$ cat src/rtl/ad9361_ctrl_out_monitor.sv
// AD9361 CTRL_OUT monitor: two-flop synchronizer, per-bit glitch filter, and
// timestamped change events queued in a first-word-fall-through FIFO.

module ad9361_ctrl_out_filt_bit #(
   parameter int FILTER_CYCLES = 2
) (
   input  logic clk,
   input  logic resetn,
   input  logic s2,
   output logic filt,
   output logic filt_nxt
);
   localparam int CNT_W = (FILTER_CYCLES > 1) ? $clog2(FILTER_CYCLES) : 1;
   localparam logic [CNT_W-1:0] CNT_MAX = CNT_W'(FILTER_CYCLES - 1);

   logic [CNT_W-1:0] cnt;
   logic             accept;

   // The new level is taken on the FILTER_CYCLES-th consecutive differing cycle.
   assign accept   = (s2 != filt) && (cnt == CNT_MAX);
   assign filt_nxt = accept ? s2 : filt;

   always_ff @(posedge clk or negedge resetn) begin
      if (!resetn) begin
         cnt  <= '0;
         filt <= 1'b0;
      end else begin
         filt <= filt_nxt;
         if ((s2 == filt) || accept) cnt <= '0;
         else                        cnt <= cnt + 1'b1;
      end
   end
endmodule

module ad9361_ctrl_out_monitor #(
   parameter int CTRL_WIDTH    = 8,
   parameter int TS_WIDTH      = 24,
   parameter int FIFO_AW       = 4,
   parameter int FILTER_CYCLES = 2
) (
   input  logic                             clk,
   input  logic                             resetn,
   input  logic [CTRL_WIDTH-1:0]            ctrl_out,
   input  logic                             enable,
   input  logic [CTRL_WIDTH-1:0]            mask,
   output logic                             evt_valid,
   input  logic                             evt_ready,
   output logic [2*CTRL_WIDTH+TS_WIDTH-1:0] evt_data,
   output logic [FIFO_AW:0]                 fifo_level,
   output logic                             overflow,
   input  logic                             overflow_clr,
   output logic [CTRL_WIDTH-1:0]            ctrl_filt
);
   localparam int EW    = 2*CTRL_WIDTH + TS_WIDTH;
   localparam int DEPTH = 1 << FIFO_AW;

   logic [CTRL_WIDTH-1:0] s1, s2, filt, filt_nxt, chg;
   logic [TS_WIDTH-1:0]   ts;
   logic [EW-1:0]         mem [DEPTH];
   logic [FIFO_AW-1:0]    wr_ptr, rd_ptr;
   logic                  push_req, full, pop, push, drop;

   always_ff @(posedge clk or negedge resetn) begin
      if (!resetn) begin
         s1 <= '0;
         s2 <= '0;
         ts <= '0;
      end else begin
         s1 <= ctrl_out;
         s2 <= s1;
         ts <= ts + 1'b1;
      end
   end

   for (genvar i = 0; i < CTRL_WIDTH; i++) begin : g_filt
      ad9361_ctrl_out_filt_bit #(.FILTER_CYCLES(FILTER_CYCLES)) u_filt (
         .clk      (clk),
         .resetn   (resetn),
         .s2       (s2[i]),
         .filt     (filt[i]),
         .filt_nxt (filt_nxt[i])
      );
   end

   assign ctrl_filt = filt;
   assign chg       = (filt_nxt ^ filt) & mask;
   assign push_req  = enable && (chg != '0);

   // A pop frees the slot at the same edge, so a full FIFO can still accept.
   assign full      = (fifo_level == (FIFO_AW+1)'(DEPTH));
   assign evt_valid = (fifo_level != '0);
   assign pop       = evt_valid && evt_ready;
   assign push      = push_req && (!full || pop);
   assign drop      = push_req && full && !pop;
   assign evt_data  = mem[rd_ptr];

   always_ff @(posedge clk or negedge resetn) begin
      if (!resetn) begin
         for (int i = 0; i < DEPTH; i++) mem[i] <= '0;
         wr_ptr     <= '0;
         rd_ptr     <= '0;
         fifo_level <= '0;
         overflow   <= 1'b0;
      end else begin
         if (push) begin
            mem[wr_ptr] <= {ts, chg, filt_nxt};
            wr_ptr      <= wr_ptr + 1'b1;
         end
         if (pop) rd_ptr <= rd_ptr + 1'b1;
         if (push && !pop)      fifo_level <= fifo_level + 1'b1;
         else if (!push && pop) fifo_level <= fifo_level - 1'b1;
         if (drop)              overflow <= 1'b1;
         else if (overflow_clr) overflow <= 1'b0;
      end
   end
endmodule

$ cat config.mk
export PLATFORM = sky130hd
export DESIGN_NAME = ad9361_ctrl_out_monitor
export DESIGN_NICKNAME = d
export VERILOG_FILES = /design/src/rtl/ad9361_ctrl_out_monitor.sv
export SDC_FILE = /design/constraint.sdc
export NUM_CORES = 1
export LEC_CHECK = 0
export BUFFER_PORTS_ARGS = -buffer_cell sky130_fd_sc_hd__buf_2
export CORE_ASPECT_RATIO = 0.6
export CORE_UTILIZATION = 35
export DETAILED_ROUTE_END_ITERATION = 10
export GPL_TIMING_DRIVEN = 0
export PLACE_DENSITY = 0.63
export SLEW_MARGIN = 0
export SYNTH_ARGS = -nofsm -noshare
export SYNTH_HDL_FRONTEND = slang
export SYNTH_SLANG_ARGS = --single-unit
$ cat constraint.sdc
create_clock -name clk -period 2.9 [get_ports clk]
set_input_delay 0.58 -clock clk [delete_from_list [all_inputs] [get_ports clk]]
set_output_delay 0.58 -clock clk [all_outputs]
set_load 0.02 [all_outputs]
==> results.sh <==
export IMPL_drtIter0Drc=1549
export IMPL_cts_buffers=68
export IMPL_p_sw_w=0.0117
export IMPL_grt_pass1_vias=19500
export IMPL_cp_data_required_time_ns=2.32
export IMPL_arrival_ns=2.84
export IMPL_dp_slack_ns=-1.57
export IMPL_die_area_um2=98800
export IMPL_cts_htree_levels=3
export IMPL_placed_cells_incl_taps=3312
export IMPL_rsz0062_at_grt="yes"
export IMPL_core_um2=96300
export IMPL_drv_cap=0
export IMPL_port_buffers=75
export IMPL_synthTopCellsByArea="dfrtp_1, mux2_4, mux4_2"
export IMPL_p_int_w=0.0254
export IMPL_ys_ff_latch=710
export IMPL_finalClockSkew_ns=0.0290
export IMPL_synth_top_area_share_pct=52.1
export IMPL_min_period_ns=3.42
export IMPL_synth_fp_nets=1958
export IMPL_worstHoldPathType="primary input to flip-flop"
export IMPL_cp_max_fo=6
export IMPL_synth_ff_type="dfrtp_1"
export IMPL_post_route_period_util_pct=118
export IMPL_fillers=8412
export IMPL_synth_distinct_cells=35
export IMPL_synth_seq_area_share_pct=52.1
export IMPL_die_x_um=405
export IMPL_drtAntennaViolNets=0
export IMPL_hold_violations=0
export IMPL_total_leakage_power_nw=19.7
export IMPL_slowest_delay_ns=0.56
export IMPL_layout_cells_non_filler=3477
export IMPL_outcome="finished, violations left"
export IMPL_final_layout_size_suffix_gt1_share_pct=56.3
export IMPL_holdWs_ns=0.0518
export IMPL_cp_cell_sequence="buf_8 -> buf_12 -> clkbuf_16 -> buf_12 -> mux4_2 -> mux4_2 -> buf_6"
export IMPL_relSlewSlack_pct=19.2
export IMPL_vdd_drop_max_mv=0.525
export IMPL_grt_max_degree=129
export IMPL_root_buffer="clkbuf_16"
export IMPL_synth_most_common_cell="dfrtp_1"
export IMPL_endpoint_kind="primary output"
export IMPL_start_util_pct=35.4
export IMPL_syn_area_um2=34100
export IMPL_violations="negative setup slack"
export IMPL_drcViolationCount=0
export IMPL_synth_top_area_cell="dfrtp_1"
export IMPL_power_density_nw_per_um2=925
export IMPL_worstSetupPathType="flip-flop to primary output"
export IMPL_fmax_ghz=0.293
export IMPL_switching_share_pct=31.5
export IMPL_async_reset_ff_share_pct=100
export IMPL_cts_buffer_depth=3
export IMPL_drv_slew=0
export IMPL_routed_via_density=5.16
export IMPL_start_kind="flip-flop"
export IMPL_seq_power_share_pct=35.8
export IMPL_routed_wl_um=87600
export IMPL_fin_ws_ns=-0.516
export IMPL_fin_util_pct=41.6
export IMPL_tritoncts="built"
export IMPL_clk_pin_slew_ns=0.07
export IMPL_ys_warnings_count=0
export IMPL_fin_nets=2150
export IMPL_gp_congestion=0.802
export IMPL_grt_pass1_wl_um=133000
export IMPL_track_usage_pct=18.0
export IMPL_area_delta_synth_final_pct=17.4
export IMPL_avgSynthCellArea_um2=17.7
export IMPL_overflow=0
export IMPL_clk_latency_ns=0.64
export IMPL_synth_common_cells="dfrtp_1, mux2_4, mux4_2"
export IMPL_die_h_um=244
export IMPL_worst_slew_pin_slew_ns=1.21
export IMPL_synth_edf_count=0
export IMPL_rows=88
export IMPL_fin_setup_tns_ns=-18.23
export IMPL_cts_sinks=710
export IMPL_grt_antenna_before_repair=1
export IMPL_clockPowerShare_pct=26.5
export IMPL_p_comb_share_pct=37.7
export IMPL_setup_violations=40
export IMPL_pin_count=76
export IMPL_netlist_instances=1926
export IMPL_routedWlPerCell_um=25.2
export IMPL_dp_hpwl_um=56500
export IMPL_num_vias=18000
export IMPL_cp_slowest_cell="mux4_2"
export IMPL_drtPass1Iterations=5
## metrics by stage
stage	area (um2)	total power [W]
floorplan	34100	0.0217
global placement	36200	0.0250
detailed placement	36300	0.0255
CTS	39800	0.0369
global route	40100	0.0387
finish	40100	0.0371
## power groups by stage
stage          registers, W  clock network (W)  logic [W]
4_1_cts              0.0132             0.0100     0.0136
3_3_place_gp         0.0132                  0     0.0118
6_report             0.0133            0.00983     0.0140
3_5_place_dp         0.0134                  0     0.0121
5_1_grt              0.0135             0.0104     0.0148
2_1_floorplan        0.0130                  0    0.00872
## what timing repair did
| action | in CTS | in global routing |
|---|---|---|
| resized for setup | 202 | 37 |
| endpoints found under the hold margin | 49 | 0 |
| pin swaps | 9 | 1 |
| hold buffers | 1 | 0 |
| setup endpoints to repair | 687 | 67 |
| buffers inserted | 22 | 10 |
| cloned | 6 | 4 |
## final timing paths
check	startpoint	cells after the start	slack (ns)	endpoint
worst max-delay path	rd_ptr[0]	7	-0.52	evt_data[13]
worst min-delay path	ctrl_out[6]	1	0.05	s1[6]
worst max register to register	g_filt[6].u_filt.filt	14	0.04	fifo_level[4]
worst min register to register	s1[2]	0	0.35	s2[2]
max in group asynchronous	resetn	5	0.55	mem[15]
min in group asynchronous	resetn	2	0.47	mem[474]
## critical path, delay by kind of cell, from the launching register on
family,cells,cell delay [ns]
buf+inv,5,0.72
flops,1,0.38
mux,2,1.10
## sequential cells by signal (all words and copies together), names as in the netlist
signal	flops
fifo_level	5
g_filt.u_filt.cnt	8
g_filt.u_filt.filt	8
mem	640
overflow	1
rd_ptr	4
s1	8
s2	8
ts	24
wr_ptr	4
## cell type report
cell class / count / area, um2 / share of cell area, %
clock inverters: 24 / 420 / 1.05
inverters: 7 / 33.8 / 0.0843
multi-input cells: 1010 / 14900 / 37.2
plain buffers: 197 / 2050 / 5.13
well taps: 1305 / 1630 / 4.08
diodes: 1 / 2.50 / 0.00625
repair buffers: 124 / 1230 / 3.08
flip-flops and latches: 710 / 17800 / 44.4
clock buffers: 99 / 2030 / 5.07
## metal layers
layer / GRT usage (%) / wire length (um)
met1: 27.6 / 43100
met2: 25.7 / 37900
met3: 3.64 / 4670
met4: 4.57 / 1820
met5: 0 / 0
## logic make-up after synthesis
family          after synthesis  synth area share, %
buf+inv                     206                 4.78
compound gates               11                0.194
fa+ha+maj                    11                0.425
xor+xnor                     41                 1.05
flops                       710                 52.1
mux                         850                 39.9
simple gates                 97                 1.57
## cells in the final DEF (no fill, tap or decap), drive strengths merged
master / n
a21o: 2
nand2b: 2
mux4: 200
o21ai: 2
nor3b: 2
fa: 1
nor4b: 4
and4: 3
o22ai: 5
ha: 10
and3: 3
or2: 1
clkinvlp: 2
diode: 1
nand4: 7
or4: 13
clkinv: 9
nand2: 28
xnor2: 35
dlygate4sd3: 1
bufinv: 10
nor2: 21
dfrtp: 710
clkbuf: 198
buf: 221
a21oi: 2
inv: 10
and2: 2
xor2: 6
or3: 2
nand3: 8
nor4: 1
mux2: 650
Power figures use the tool's default switching activity.
